## config.mk

```make
export PLATFORM = sky130hd
export DESIGN_NAME = efx_simple_dual_port_ram
export DESIGN_NICKNAME = d
export VERILOG_FILES = /design/src/rtl/efx_simple_dual_port_ram.sv
export SDC_FILE = /design/constraint.sdc
export NUM_CORES = 1
export LEC_CHECK = 0
export BUFFER_PORTS_ARGS = -buffer_cell sky130_fd_sc_hd__buf_2
export CAP_MARGIN = 20
export CORE_MARGIN = 5
export CORE_UTILIZATION = 40
export DETAILED_ROUTE_END_ITERATION = 10
export GPL_ROUTABILITY_DRIVEN = 0
export HOLD_SLACK_MARGIN = 0.08
export PLACE_DENSITY = 0.58
export SETUP_SLACK_MARGIN = 0.02
export SLEW_MARGIN = 20
export SYNTH_ARGS = -nofsm -noshare
export SYNTH_HDL_FRONTEND = slang
export SYNTH_SLANG_ARGS = --single-unit
export TNS_END_PERCENT = 10
```

## constraint.sdc

```tcl
create_clock -name clk -period 2.08 [get_ports clk]
set_input_delay 0.312 -clock clk [delete_from_list [all_inputs] [get_ports clk]]
set_output_delay 0.312 -clock clk [all_outputs]
set_load 0.01 [all_outputs]
```

## src/rtl/efx_simple_dual_port_ram.sv

```systemverilog
// Simple dual-port RAM with one clock: a byte-enabled write port and a read port of a
// different width, both addressing one flat bit array.
module efx_simple_dual_port_ram #(
  parameter int    DATA_WIDTH_A     = 8,
  parameter int    ADDR_WIDTH_A     = 4,
  parameter int    DATA_WIDTH_B     = 16,
  parameter int    ADDR_WIDTH_B     = 3,
  parameter int    BYTEEN_WIDTH     = 2,
  parameter int    OUTPUT_REG       = 0,
  parameter string WRITE_MODE       = "READ_FIRST",
  parameter bit    WE_POLARITY      = 1'b1,
  parameter bit    RE_POLARITY      = 1'b1,
  parameter bit    WCLKE_POLARITY   = 1'b1,
  parameter bit    BYTEEN_POLARITY  = 1'b1,
  parameter bit    WADDREN_POLARITY = 1'b1,
  parameter bit    RADDREN_POLARITY = 1'b1,
  parameter bit    WE_ENABLE        = 1'b1,
  parameter bit    RE_ENABLE        = 1'b1,
  parameter bit    WCLKE_ENABLE     = 1'b1,
  parameter bit    BYTEEN_ENABLE    = 1'b1,
  parameter bit    WADDREN_ENABLE   = 1'b1,
  parameter bit    RADDREN_ENABLE   = 1'b1
) (
  input  logic                    clk,
  input  logic                    reset,
  input  logic                    wclke,
  input  logic                    we,
  input  logic [BYTEEN_WIDTH-1:0] byteen,
  input  logic                    waddren,
  input  logic [ADDR_WIDTH_A-1:0] waddr,
  input  logic [DATA_WIDTH_A-1:0] wdata,
  input  logic                    re,
  input  logic                    raddren,
  input  logic [ADDR_WIDTH_B-1:0] raddr,
  output logic [DATA_WIDTH_B-1:0] rdata
);

  localparam int TOTAL_BITS = DATA_WIDTH_A * (1 << ADDR_WIDTH_A);
  localparam int IDX_W      = (TOTAL_BITS > 1) ? $clog2(TOTAL_BITS) : 1;
  localparam int WIDE       = (DATA_WIDTH_A > DATA_WIDTH_B) ? DATA_WIDTH_A : DATA_WIDTH_B;
  localparam int NARROW     = (DATA_WIDTH_A > DATA_WIDTH_B) ? DATA_WIDTH_B : DATA_WIDTH_A;
  localparam int RATIO      = WIDE / NARROW;
  localparam bit MODE_WF    = (WRITE_MODE == "WRITE_FIRST");
  localparam bit MODE_NC    = (WRITE_MODE == "NO_CHANGE");

  if (DATA_WIDTH_A * (1 << ADDR_WIDTH_A) != DATA_WIDTH_B * (1 << ADDR_WIDTH_B)) begin : g_cap_err
    $error("efx_simple_dual_port_ram: port capacities differ");
  end
  if ((WIDE % NARROW) != 0 || RATIO > 32 || (RATIO & (RATIO - 1)) != 0) begin : g_ratio_err
    $error("efx_simple_dual_port_ram: width ratio must be a power of two up to 32");
  end

  // Control decode: a disabled control input reads as permanently active.
  logic                    wclke_act, we_act, re_act, waddren_act, raddren_act;
  logic [BYTEEN_WIDTH-1:0] byteen_act;

  assign wclke_act   = !WCLKE_ENABLE   || (wclke   == WCLKE_POLARITY);
  assign we_act      = !WE_ENABLE      || (we      == WE_POLARITY);
  assign re_act      = !RE_ENABLE      || (re      == RE_POLARITY);
  assign waddren_act = !WADDREN_ENABLE || (waddren == WADDREN_POLARITY);
  assign raddren_act = !RADDREN_ENABLE || (raddren == RADDREN_POLARITY);
  assign byteen_act  = BYTEEN_ENABLE ? ~(byteen ^ {BYTEEN_WIDTH{BYTEEN_POLARITY}})
                                     : {BYTEEN_WIDTH{1'b1}};

  // Address latches; the load enable selects the live address combinationally.
  logic [ADDR_WIDTH_A-1:0] waddr_q, waddr_eff;
  logic [ADDR_WIDTH_B-1:0] raddr_q, raddr_eff;

  assign waddr_eff = waddren_act ? waddr : waddr_q;
  assign raddr_eff = raddren_act ? raddr : raddr_q;

  always_ff @(posedge clk) begin
    if (reset) begin
      waddr_q <= '0;
      raddr_q <= '0;
    end else begin
      if (waddren_act) waddr_q <= waddr;
      if (raddren_act) raddr_q <= raddr;
    end
  end

  // Per-bit write enable; bits beyond the byte-enable lanes are always written.
  logic [DATA_WIDTH_A-1:0] bit_en;

  for (genvar i = 0; i < DATA_WIDTH_A; i++) begin : g_bit_en
    if ((i / 8) < BYTEEN_WIDTH) begin : g_lane
      assign bit_en[i] = byteen_act[i / 8];
    end else begin : g_free
      assign bit_en[i] = 1'b1;
    end
  end

  logic [IDX_W-1:0] wbase, rbase;
  logic             wr_act;

  assign wbase  = IDX_W'(int'(waddr_eff) * DATA_WIDTH_A);
  assign rbase  = IDX_W'(int'(raddr_eff) * DATA_WIDTH_B);
  assign wr_act = wclke_act && we_act && !reset;

  // Storage has no reset and no init: contents start undefined and survive reset.
  logic [TOTAL_BITS-1:0] mem;

  always_ff @(posedge clk) begin
    if (wr_act) begin
      for (int i = 0; i < DATA_WIDTH_A; i++) begin
        if (bit_en[i]) mem[wbase + IDX_W'(i)] <= wdata[i];
      end
    end
  end

  // Collision detection walks the read word; the offset into the write word wraps
  // to a large value when the bit lies outside it, so the shift yields 0 there.
  logic [DATA_WIDTH_B-1:0] rd_word;
  logic                    collide;
  logic [IDX_W-1:0]        off;
  logic                    en_bit, wd_bit;

  always_comb begin
    rd_word = mem[rbase +: DATA_WIDTH_B];
    collide = 1'b0;
    off     = '0;
    en_bit  = 1'b0;
    wd_bit  = 1'b0;
    if (wr_act) begin
      for (int j = 0; j < DATA_WIDTH_B; j++) begin
        off    = rbase + IDX_W'(j) - wbase;
        en_bit = 1'(bit_en >> off);
        wd_bit = 1'(wdata >> off);
        if (en_bit) begin
          collide = 1'b1;
          if (MODE_WF) rd_word[j] = wd_bit;
        end
      end
    end
  end

  logic                    rd_take;
  logic [DATA_WIDTH_B-1:0] rd_q;

  assign rd_take = re_act && !(MODE_NC && collide);

  always_ff @(posedge clk) begin
    if (reset)        rd_q <= '0;
    else if (rd_take) rd_q <= rd_word;
  end

  if (OUTPUT_REG != 0) begin : g_oreg
    logic [DATA_WIDTH_B-1:0] out_q;
    always_ff @(posedge clk) begin
      if (reset) out_q <= '0;
      else       out_q <= rd_q;
    end
    assign rdata = out_q;
  end else begin : g_no_oreg
    assign rdata = rd_q;
  end

  logic unused_ok;
  assign unused_ok = ^{wclke, we, re, waddren, raddren, byteen, byteen_act};

endmodule

```

==> results by group <==
Status
  – Status: completed

Die
  – Core Box Area: 15000 um2
  – Initial core utilization: between 40% and 50%
  – Die Area: around 18000 um2
  – Die Span X: 133 um
  – Die height: around 130 um
  – Num ports: 40
  – FP Rows: 45

Clock network
  – H-tree Lvls: 4
  – Clk root buf: clkbuf_16
  – Post-CTS sizing: 0
  – Post-CTS Hold Buffers: 0
  – Sink Count: between 150 and 200
  – Reg clk slew, reported paths: roughly 0.060 ns
  – Clk_lat worst skew: 0.42 ns
  – Total setup buffers inserted after CTS: 0
  – CTS Buf Count: 17
  – Max Root-Sink Buffers: 2
  – CTS tree: yes

Global routing
  – Grt ovf: 0
  – Pin count of the biggest net entering global routing: 38
  – Vias in the first global route: about 3.6k
  – Total Routing Usage GR: roughly 15%
  – First-pass GRT wire length: 20200 um
  – Initial antenna violation count: 0

Setup path
  – Startpoint types: flop
  – Reg-to-reg endpoint: rdata[8]$_SDFFE_PP0P_
  – Worst EP arrival: about 2.1 ns
  – Worst path bufs/invs: 1
  – Setup slack, reg-to-reg: 0.34 ns
  – Worst Path Class, Setup: flop to flop
  – Crit end category: flop
  – Max Fanout on Critical Path: 27
  – CP Cell Sequence: mux2_4, buf_12, mux2i_1, a222oi_1, a32o_1
  – Crit path max-delay family: compound AO/OA/AOI/OAI gates
  – Worst r2r src: raddr_q[0]$_SDFF_PP0_
  – Max stage delay cell, worst path: a222oi_1
  – Reg2reg path depth: 5
  – Slowest stage delay, CP: approximately 0.46 ns
  – Worst EP required: between 2 and 2.5 ns

STA
  – Post-route setup TNS: 0 ns
  – Slew Limit Fails: 0
  – Final worst-path setup slack: approximately 0.34 ns
  – Final clock skew: about 0.0065 ns
  – Slew margin rel.: between 70% and 80%
  – Period utilization: a little over four fifths
  – Final Hold Vio Count: 0
  – Tmin final: 1.74 ns
  – RSZ-0062 raised after global routing: false
  – Highest Clock Rate: 574 MHz
  – Tightest Pin Transition: between 0.4 and 0.5 ns
  – # setup viols final: 0

Finish
  – Share of cells above drive strength 1: 20.4%
  – Layout area overhead: 17.8%
  – # diodes: 0
  – NumNets Final: 500
  – Layout Utilization: 47.4%
  – Non-filler instance count after layout: between 600 and 700

Pwr
  – Leak: roughly 0.0025 uW
  – VDD IR max: 0.610 mV
  – P per Cell Area: 942 nW/um2

Drt
  – Via-to-Cell Ratio: 5.31
  – Initial DRT Pass Iterations: 5
  – Detailed Route WL: ~13000 um
  – Via Count: about 3.6k
  – Iteration-0 DRC Markers: roughly 310
  – Drt drc: 0
  – ANT nets after route: 0
  – DR WL/cell: approximately 19 um

Yosys
  – Gate Count Post-Synth: 414
  – Yosys top cell area share: between 60% and 70%
  – Mean area per synthesized cell: 14.6 um2
  – Unique masters post-synth: 33
  – Yosys warns: 0
  – Top post-synthesis cells by area: edfxtp_1 63%, mux2i_1 8.6%, dfxtp_1 7.6%
  – EDFF count, synth: between 100 and 150
  – Fraction of registers with async set or reset after synthesis: 0%
  – Most common flop cell mapped by yosys: edfxtp_1
  – Seq/Total Area, Yosys: slightly above 70%
  – Synth top cells by count: 128 x edfxtp_1, 56 x nor2_1, 52 x mux2i_1
  – Flops & latches, synth: 151
  – Most numerous cell in the Yosys netlist: edfxtp_1
  – Synth Cell Area: 6050 um2
  – Synthesized Nets: 438
  – Largest area contributor in the netlist: edfxtp_1

Flow run
  – Max Cap Violations: 0

Min path
  – Hold depth: 3
  – HP Class: input pin to flop
  – WHS Endpoint: raddr_q[2]$_SDFF_PP0_
  – HP Start: raddr[2]

Placed design
  – Post-Place Cells: 645
  – Hpwl dp: roughly 8400 um
  – # port buffers: 38
  – Pre-CTS worst setup slack: about 0.16 ns
[registers in the layout (all words and copies together) (netlist names)]
| name | cells |
|---|---|
| raddr_q | 3 |
| waddr_q | 4 |
| mem | 128 |
| rdata | 16 |
[how the worst max path moves through the flow]
stage	start	endpoint	slack [ns]	depth (start not counted)
after floorplan	waddren	mem[64]$_DFFE_PP_	0.22	6
after global placement	raddren	rdata[8]$_SDFFE_PP0P_	0.22	6
after detailed placement	waddren	mem[100]$_DFFE_PP_	0.16	6
after CTS	raddr_q[0]$_SDFF_PP0_	rdata[8]$_SDFFE_PP0P_	0.35	5
after global routing	waddr_q[2]$_SDFF_PP0_	mem[100]$_DFFE_PP_	0.19	5
final	raddr_q[0]$_SDFF_PP0_	rdata[8]$_SDFFE_PP0P_	0.34	5
[worst min-delay path: cells and delay by family]
kind	cells	cell delay [ns]
mux	1	0.08
simple gates	1	0.07
buf+inv	1	0.12
[routing by layer]
layer / GRT usage, % / up-vias / routed length [um]
li1: - / 1723 / -
met1: 19.2 / 1782 / 5590
met2: 25.7 / 80 / 6560
met3: 4.14 / 13 / 616
met4: 5.02 / 0 / 185
met5: 0 / - / 0
[area by class of cell]
cell class	instances	area, um2
Clock buffer	19	433
Clock inverter	13	133
Fill cell	1298	7900
Inverter	3	11.3
Multi-Input combinational cell	236	1560
Sequential cell	151	4300
Tap cell	188	235
Timing Repair Buffer	67	458
[layout by cell type, fill, tap and decap left out, types with 2 or more instances in the layout]
cell         n
a21oi_1      3
a222oi_1    16
a32o_1      18
buf_12       4
buf_2       38
buf_4       25
bufinv_16    2
clkbuf_1     2
clkbuf_16   17
clkinv_2     6
clkinv_4     3
dfxtp_1     23
edfxtp_1   128
inv_1        3
mux2i_1     52
nand2_1     48
nand2b_1     5
nand3_1     17
nor2_1      56
nor2b_1      3
o22ai_1      4
o32ai_2      2
[through the flow]
stage | power (uW) | hold WS, ns | area [um2]
final | 6720 | 0.206 | 7130
after global placement | 3870 | 0.453 | 6570
after floorplan | 3710 | 0.411 | 6050
after detailed placement | 3880 | 0.458 | 6570
after CTS | 6790 | 0.192 | 7130
after global routing | 6950 | 0.204 | 7130
[report_power, final]
group	switching (uW)	internal [uW]
clock network	1150	1760
registers	28.3	3320
logic	279	189
[kinds of logic after synthesis]
kind of cell           synth area share, %
AND/OR/NAND/NOR                       9.01
buffers and inverters                 3.16
flip-flops                            71.1
AO/OA/AOI/OAI                         7.89
multiplexers                          8.84
Note: power is estimated with default switching activity, not from simulation.
